<file path="config.mk">
export PLATFORM = sky130hd
export DESIGN_NAME = audio_fifo_scheduler
export DESIGN_NICKNAME = d
export VERILOG_FILES = /design/src/rtl/audio_stream_pkg.sv /design/src/rtl/frame_src_arbiter.sv /design/src/rtl/audio_fifo_scheduler.sv
export SDC_FILE = /design/constraint.sdc
export NUM_CORES = 1
export LEC_CHECK = 0
export CAP_MARGIN = 10
export CORE_ASPECT_RATIO = 1.4
export CORE_UTILIZATION = 30
export CTS_CLUSTER_SIZE = 14
export DETAILED_ROUTE_END_ITERATION = 10
export PLACE_DENSITY = 0.56
export SYNTH_ARGS = -nofsm -noshare
export SYNTH_HDL_FRONTEND = slang
export SYNTH_SLANG_ARGS = --single-unit
</file>
<file path="constraint.sdc">
create_clock -name clk -period 2.8 [get_ports clk]
set_clock_uncertainty 0.15 [all_clocks]
set_input_delay 0.28 -clock clk [delete_from_list [all_inputs] [get_ports clk]]
set_output_delay 0.28 -clock clk [all_outputs]
set_load 0.02 [all_outputs]
</file>
<file path="src/rtl/audio_stream_pkg.sv">
// ---------------------------------------------------------------------------
// audio_stream_pkg
// Shared types and constants for the tx FIFO frame scheduler.
//   frame_state_t : byte-serialiser states (IDLE, then one state per byte)
//   frame_src_t   : which source a frame is built from
//   DEFAULT_*     : default sync payload and status tag
//   FRAME_BYTES   : bytes per frame, written LSB first
// ---------------------------------------------------------------------------
package audio_stream_pkg;

  typedef enum logic [1:0] {
    IDLE  = 2'd0,
    BYTE0 = 2'd1,
    BYTE1 = 2'd2,
    BYTE2 = 2'd3
  } frame_state_t;

  typedef enum logic [1:0] {
    SRC_SYNC   = 2'd0,
    SRC_STATUS = 2'd1,
    SRC_SAMPLE = 2'd2
  } frame_src_t;

  localparam logic [23:0] DEFAULT_SYNC_WORD  = 24'hAAFF00;
  localparam logic [7:0]  DEFAULT_STATUS_TAG = 8'h5A;
  localparam int          FRAME_BYTES        = 3;

  // Byte of the frame register that belongs to a given BYTEn state.
  function automatic logic [7:0] frame_byte(input logic [23:0] frame,
                                            input frame_state_t st);
    logic [7:0] b;
    case (st)
      BYTE1:   b = frame[15:8];
      BYTE2:   b = frame[23:16];
      default: b = frame[7:0];
    endcase
    return b;
  endfunction

endpackage

</file>
<file path="src/rtl/frame_src_arbiter.sv">
// ---------------------------------------------------------------------------
// frame_src_arbiter
// Combinational fixed-priority select: sync > status > sample.
//   sync_req_i   : a sync frame is pending
//   status_req_i : a status frame is pending
//   sample_req_i : the sample hold register is occupied
//   src_o        : selected source (only meaningful when grant_o = 1)
//   grant_o      : at least one source is requesting
// ---------------------------------------------------------------------------
module frame_src_arbiter
  import audio_stream_pkg::*;
(
  input  logic       sync_req_i,
  input  logic       status_req_i,
  input  logic       sample_req_i,
  output frame_src_t src_o,
  output logic       grant_o
);

  // NOTE: every output gets a default before the priority chain so no path
  // leaves it unassigned; otherwise a latch is inferred.
  always_comb begin
    src_o   = SRC_SAMPLE;
    grant_o = sync_req_i | status_req_i | sample_req_i;
    if (sync_req_i) begin
      src_o = SRC_SYNC;
    end else if (status_req_i) begin
      src_o = SRC_STATUS;
    end
  end

endmodule

</file>
<file path="src/rtl/audio_fifo_scheduler.sv">
// ---------------------------------------------------------------------------
// audio_fifo_scheduler
// Shares the byte-wide tx FIFO write port between audio samples, periodic
// sync markers and on-demand status frames. Each frame is 3 bytes, LSB first,
// never interleaved. Stalls on fifo_full; counts dropped samples.
//   clk, rst_n     : clock, synchronous active-low reset
//   enable         : 1 = new frames may start; 0 = finish current, then idle
//   sample_valid   : one-cycle pulse qualifying sample_data[23:0]
//   status_req     : one-cycle pulse requesting a status frame
//   fifo_full      : FIFO full flag
//   fifo_wr_en     : FIFO write strobe (combinational)
//   fifo_wr_data   : FIFO write byte (combinational, holds value in IDLE)
//   busy           : a frame is in flight
//   drop_count     : samples dropped, saturating
//   frame_count    : completed frames of all kinds, wrapping
// ---------------------------------------------------------------------------
module audio_fifo_scheduler
  import audio_stream_pkg::*;
#(
  parameter int unsigned SYNC_PERIOD = 126,
  parameter logic [23:0] SYNC_WORD   = DEFAULT_SYNC_WORD,
  parameter logic [7:0]  STATUS_TAG  = DEFAULT_STATUS_TAG,
  parameter int unsigned CNT_WIDTH   = 16
) (
  input  logic                 clk,
  input  logic                 rst_n,
  input  logic                 enable,
  input  logic                 sample_valid,
  input  logic [23:0]          sample_data,
  input  logic                 status_req,
  input  logic                 fifo_full,
  output logic                 fifo_wr_en,
  output logic [7:0]           fifo_wr_data,
  output logic                 busy,
  output logic [CNT_WIDTH-1:0] drop_count,
  output logic [CNT_WIDTH-1:0] frame_count
);

  localparam int unsigned SC_W = (SYNC_PERIOD > 2) ? $clog2(SYNC_PERIOD) : 1;
  localparam logic [SC_W-1:0] SC_LAST = SC_W'(SYNC_PERIOD - 1);

  frame_state_t          state_q, state_d;
  logic [23:0]           frame_q, frame_d;
  logic [23:0]           hold_q, hold_d;
  logic                  hold_valid_q, hold_valid_d;
  logic                  sync_pending_q, sync_pending_d;
  logic                  status_pending_q, status_pending_d;
  logic [SC_W-1:0]       sample_cnt_q, sample_cnt_d;
  logic [CNT_WIDTH-1:0]  drop_count_q, drop_count_d;
  logic [CNT_WIDTH-1:0]  frame_count_q, frame_count_d;
  logic [7:0]            last_data_q, last_data_d;

  frame_src_t            src;
  logic                  grant;
  logic                  select;
  logic                  consume_hold;

  frame_src_arbiter u_arbiter (
    .sync_req_i   (sync_pending_q),
    .status_req_i (status_pending_q),
    .sample_req_i (hold_valid_q),
    .src_o        (src),
    .grant_o      (grant)
  );

  assign select       = (state_q == IDLE) && enable && grant;
  assign consume_hold = select && (src == SRC_SAMPLE);

  // Frame serialiser: selection in IDLE, one byte per successful write.
  always_comb begin
    state_d          = state_q;
    frame_d          = frame_q;
    frame_count_d    = frame_count_q;
    sync_pending_d   = sync_pending_q;
    status_pending_d = status_pending_q;
    hold_valid_d     = hold_valid_q;
    fifo_wr_en       = 1'b0;
    fifo_wr_data     = last_data_q;

    case (state_q)
      IDLE: begin
        if (select) begin
          state_d = BYTE0;
          case (src)
            SRC_SYNC: begin
              frame_d        = SYNC_WORD;
              sync_pending_d = 1'b0;
            end
            SRC_STATUS: begin
              frame_d          = {STATUS_TAG, 16'(drop_count_q)};
              status_pending_d = 1'b0;
            end
            default: begin
              frame_d      = hold_q;
              hold_valid_d = 1'b0;
            end
          endcase
        end
      end
      BYTE0, BYTE1, BYTE2: begin
        fifo_wr_en   = !fifo_full;
        fifo_wr_data = frame_byte(frame_q, state_q);
        if (!fifo_full) begin
          case (state_q)
            BYTE0:   state_d = BYTE1;
            BYTE1:   state_d = BYTE2;
            default: begin
              state_d       = IDLE;
              frame_count_d = frame_count_q + CNT_WIDTH'(1);
            end
          endcase
        end
      end
      default: state_d = IDLE;
    endcase

    // A new request in the cycle its flag is being cleared must survive.
    if (status_req) begin
      status_pending_d = 1'b1;
    end
  end

  // Sample hold, sync scheduling and drop accounting.
  always_comb begin
    hold_d       = hold_q;
    sample_cnt_d = sample_cnt_q;
    drop_count_d = drop_count_q;
    if (sample_valid) begin
      if (!hold_valid_q || consume_hold) begin
        hold_d = sample_data;
        if (sample_cnt_q == SC_LAST) begin
          sample_cnt_d = '0;
        end else begin
          sample_cnt_d = sample_cnt_q + SC_W'(1);
        end
      end else if (drop_count_q != '1) begin
        drop_count_d = drop_count_q + CNT_WIDTH'(1);
      end
    end
  end

  logic accept;
  assign accept = sample_valid && (!hold_valid_q || consume_hold);

  assign last_data_d = fifo_wr_data;

  // NOTE: sequential state uses non-blocking assignments only, so every
  // register samples the pre-edge value of every other register.
  always_ff @(posedge clk) begin
    if (!rst_n) begin
      state_q          <= IDLE;
      hold_valid_q     <= 1'b0;
      sync_pending_q   <= 1'b0;
      status_pending_q <= 1'b0;
      sample_cnt_q     <= '0;
      drop_count_q     <= '0;
      frame_count_q    <= '0;
      last_data_q      <= '0;
    end else begin
      state_q          <= state_d;
      hold_valid_q     <= accept ? 1'b1 : hold_valid_d;
      sync_pending_q   <= (accept && (sample_cnt_q == SC_LAST)) ? 1'b1 : sync_pending_d;
      status_pending_q <= status_pending_d;
      sample_cnt_q     <= sample_cnt_d;
      drop_count_q     <= drop_count_d;
      frame_count_q    <= frame_count_d;
      last_data_q      <= last_data_d;
    end
  end

  // NOTE: payload registers carry no reset; their contents are only used
  // after a valid flag or a frame selection has loaded them.
  always_ff @(posedge clk) begin
    hold_q  <= hold_d;
    frame_q <= frame_d;
  end

  assign busy        = (state_q != IDLE);
  assign drop_count  = drop_count_q;
  assign frame_count = frame_count_q;

endmodule
</file>
# Yosys cells after proc, flatten, opt, wreduce, memory -nomap -nowiden
# Index checks and enable logic that the tools add are counted.
# totals
regBits	100
inputBits	30
output_inout_bits	42
elab_cells	81
# op_classes
add_sub_neg	3
n_eq_ne	10
mux	23
n_bitwise	5
reduce_logical	30
# op_table
cell	n
$pmux 24 s2	1
$add 16x1->16 const B	2
$reduce_bool 2->1	9
$ne 16x16->1 const B	1
$pmux 8 s2	1
$reduce_and 3->1	5
$mux 1	13
$mux 2	4
$mux 8	1
$pmux 2 s2	2
$add 7x1->7 const B	1
$eq 7x7->1 const B	1
$mux 7	1
$eq 2x2->1 const B	3
$reduce_and 2->1	3
$logic_and 1x1->1	5
$eq 2x1->1 const B	2
$logic_not 2->1	2
$ne 2x2->1 const B	2
$reduce_or 2->1	2
$not 1->1	3
$reduce_or 3->1	1
$logic_not 1->1	2
$ne 2x1->1 const B	1
other kinds (2)	3

# Longest topological paths before layout
# depth
word_depth	9
depth_mapped	7
mapped_depth_nobuf	7

# Modules after synthesis
# Synthesis repeated with hierarchy kept, for this count alone.
# unflattened
hier_cells	430
hier_area_um2	4424.2
# modules_own_cells
module	instances	cells_each	area_per_inst_um2
audio_fifo_scheduler	1	427	4408.0
frame_src_arbiter	1	3	16.3

# Worst setup path after synthesis
# Ideal clock, no wire load.
# synth_timing
path_kind	register to register
from	register sync_pending_q
to	register frame_q[0] (enable)
arrival_ps	2053
setup_slack_ps	193
stages_incl_launch_ff	5
synth_period_minus_slack_ps	2607
path_cell_list	dfxtp_1 -> clkbuf_1 -> buf_1 -> nor3_1 -> nor2_1
# synth_via
elab_chain_cells	4
# synth_lines
item	line_no	source
start, declared	audio_fifo_scheduler.sv:46	logic sync_pending_q, sync_pending_d;
start signal, assigned	audio_fifo_scheduler.sv:162	sync_pending_q <= (accept && (sample_cnt_q == SC_LAST)) ? 1'b1 : sync_pending_d;
$or 1x1->1 (2 in a row)	frame_src_arbiter.sv:24	grant_o = sync_req_i | status_req_i | sample_req_i;
$logic_and 1x1->1	audio_fifo_scheduler.sv:66	assign select = (state_q == IDLE) && enable && grant;
$reduce_and 2->1 (no source line)	n/a	
end signal, assigned	audio_fifo_scheduler.sv:175	frame_q <= frame_d;
end, declared	audio_fifo_scheduler.sv:43	logic [23:0] frame_q, frame_d;
# No other way between the ends.
# A chain may end at the register's enable or synchronous reset.

# Worst setup path after layout
# layout_timing
from	register state_q[0]
to	output fifo_wr_data[1]
# layout_via
elab_chain_cells	3
elab_cells_between_ends	6
classes_between	eq/ne: 3; mux: 2; reduce/logical: 1
# layout_lines
item	line_no	source
start, declared	audio_fifo_scheduler.sv:42	frame_state_t state_q, state_d;
start signal, assigned	audio_fifo_scheduler.sv:160	state_q <= state_d;
$eq 2x2->1 or $eq 2x1->1 (tied branches)	audio_stream_pkg.sv:32, audio_fifo_scheduler.sv:80	
$pmux 8 s2 or $reduce_or 3->1 (tied branches)	audio_stream_pkg.sv:32, audio_fifo_scheduler.sv:80	
$mux 8 (*)	audio_fifo_scheduler.sv:80	case (state_q)
end, declared	audio_fifo_scheduler.sv:33	output logic [7:0] fifo_wr_data,
# Every way passes the cells marked *; elsewhere a longest branch is shown, timed or not.

==> metrics.txt <==
crit-path max cell delay 550 ps; Setup violations, final 0; placer congestion estimate about 0.75; YS warnings 0; Data required, critical path 2370 ps; layout cells sized above 1 slightly above 6%; synthesized area ~4400 um^2; port bufs 71; DR vias approximately 3300; Worst Hold Class reg -> reg; Layout area overhead 28.7%; Final Cycle Share ~96%; LEAKAGE 1.99 nW; total track usage between 10 and 15%; flops & latches, synth 100; Combinational Power Share between 20% and 30%; Syn Area/Cell approximately 11 um^2; ANT cells 0; fin util between 30 and 40%; number of cell rows between 50 and 60; Die Y between 100 and 150 um; crit path max fanout 8; DR vias/cell about 4.9; reg2reg setup slack 210 ps; Antenna Nets Post-Route 0; Sw Ratio 29.6%; maximum number of pins on one net before global-route repair 30; FFs w/ async S/R, synth 0%; top_reg_cell synth dfxtp_1; Worst Path Arrival around 2300 ps; PwrDens slightly below 800 nW/um^2; Final Hold Fails 0; RSZ-0062 raised after global routing true; critical-path cell list inv_1, ha_1, buf_4, a22o_1, a211oi_1, a21oi_1, clkdlybuf4s50_1; Slew @ Worst Pin a little under 600 ps; DRT Wirelength 10.1 mm; min Tclk post-route approximately 2700 ps; CP endpoint kind output pin; TritonCTS Sinks 100; core area 14400 um^2; Overflow after GRT 0; commonest non-fill, non-tap cell in the layout clkdlybuf4s50_1; Root Buffer clkbuf_16; DPL Wire Length about 7.4 mm; DRT iter0 DRCs around 160; sequential element share of the synthesized area 56.1%; Cells after DPL 665; Max VDD drop 378 uV; status completed; vias in the first global route roughly 3400; post-CTS setup buffers 0; setup_tns 0 ps; Cell variety after synth 42; first-pass GRT wire length 16.8 mm; initial antenna violation count 0; DRC viols 0; commonest non-fill, non-tap cells in the layout clkdlybuf4s50_1 (69), dfxtp_1 (52), edfxtp_1 (48); post-DR wirelength/cell approximately 15 um; initial core utilization 30.7%; Layout Cells excl Fill roughly 700; final hold slack about 330 ps; # fillers roughly 1500; sequential share of power 41.5%; CTS tree done; total die area 15300 um^2; post-synth net total 456; Post-layout nets 526; Die W about 100 um; CP top delay family buffers and inverters; Slew Limit Headroom about three fifths; Post-synth EDFFs between 40 and 50; internal power approximately 3.1 mW; maximum clock path buffer count 2; Crit path buffers/inverters 3; Final Max Slew Viols 0; Final Cell Area 5700 um^2; io pins 72; max-cap violations 0; type of the worst setup path reg -> out; Initial DRT Pass Iterations 4; CP max stage cell clkdlybuf4s50_1; Worst-Skew Late Latency approximately 340 ps; fmax 371 MHz; H-tree Lvls 3; clock share of power 29.7%; P_sw ~1.3 mW; clk slew on worst S/H paths roughly 60 ps; CTS Buf Count 9; placed inst area about 5400 um^2; Post-Synthesis Cells 417; crit path launch type flip-flop
synthesized netlist by cell type (all sizes together) (5+ instances only):
cell,n,area share (%)
mux2i,14,3.2
and2,17,2.4
o21ai,8,0.90
a22o,8,1.6
nand4,6,0.85
buf,9,1.0
edfxtp,48,33
clkbuf,14,1.2
o31ai,16,2.7
xor2,5,0.99
inv,25,2.1
or3,9,1.3
nand2,21,1.8
xnor2,7,1.4
or4,16,2.8
a211o,8,1.6
ha,9,2.5
a211oi,11,1.9
nor2,35,3.0
dfxtp,52,24
a21oi,32,3.6
nand3,16,1.8
power groups by stage:
| stage | Combinational, mW | Sequential (mW) | Clock [mW] |
|---|---|---|---|
| floorplan | 0.744 | 1.84 | 0 |
| CTS | 1.29 | 1.82 | 1.34 |
| global placement | 1.26 | 1.85 | 0 |
| global route | 1.40 | 1.84 | 1.40 |
| finish | 1.26 | 1.82 | 1.30 |
| detailed placement | 1.28 | 1.86 | 0 |
through the flow:
step                      power, mW  setup WS (ps)
after floorplan                2.58            193
after global placement         3.11            251
after detailed placement       3.14            252
after CTS                      4.45           72.8
after global routing           4.63          -48.8
final                          4.38            103
worst paths after layout:
path	to	start	cells past startpoint
worst max-delay path	fifo_wr_data[1]	state_q[0]	7
worst min register to register	frame_count[14]	frame_count[14]	2
worst max register to register	frame_count[15]	state_q[1]	6
worst min-delay path	frame_count[14]	frame_count[14]	2
repair_timing:
item,in CTS,in global routing
pin swaps,0,0
hold buffers,0,0
gates cloned,0,0
resized for setup,1,2
setup endpoints to repair,8,7
flip-flops by register name, summed over array words and instances, names as in the netlist:
| register | cells |
|---|---|
| hold_valid_q | 1 |
| state_q | 2 |
| status_pending_q | 1 |
| hold_q | 24 |
| drop_count | 16 |
| sync_pending_q | 1 |
| sample_cnt_q | 7 |
| frame_count | 16 |
| frame_q | 24 |
| last_data_q | 8 |
area by class of cell:
cell class                      count  area [um^2]  share of cell area (%)
Clock buffer                       11          233                    4.09
Clock inverter                      5         77.6                    1.36
Inverter                           25         93.8                    1.65
Multi-Input combinational cell    269         1760                    30.9
Sequential cell                   100         2480                    43.6
Tap cell                          189          236                    4.15
Timing Repair Buffer               82          811                    14.2
logic make-up after synthesis:
group,after synthesis,share of synthesized area (%)
fa+ha+maj,9,2.54
compound gates,89,13.3
buf+inv,48,4.32
mux,14,3.16
flops,100,56.1
simple gates,145,18.2
xor+xnor,12,2.37
worst min-delay path, delay by kind of cell, from the launching register on:
kind          cells  cell delay [ps]
mux               1               60
flops             1              320
simple gates      1               60
routing by layer:
| layer | part of all wire, % | global-route usage, % | vias to the layer above |
|---|---|---|---|
| li1 | - | - | 1673 |
| met5 | 0 | 0 | - |
| met2 | 51 | 23.7 | 66 |
| met3 | 3.0 | 2.06 | 12 |
| met1 | 44 | 17.1 | 1583 |
| met4 | 2.2 | 6.76 | 0 |
(Power assumes the default switching activity.)
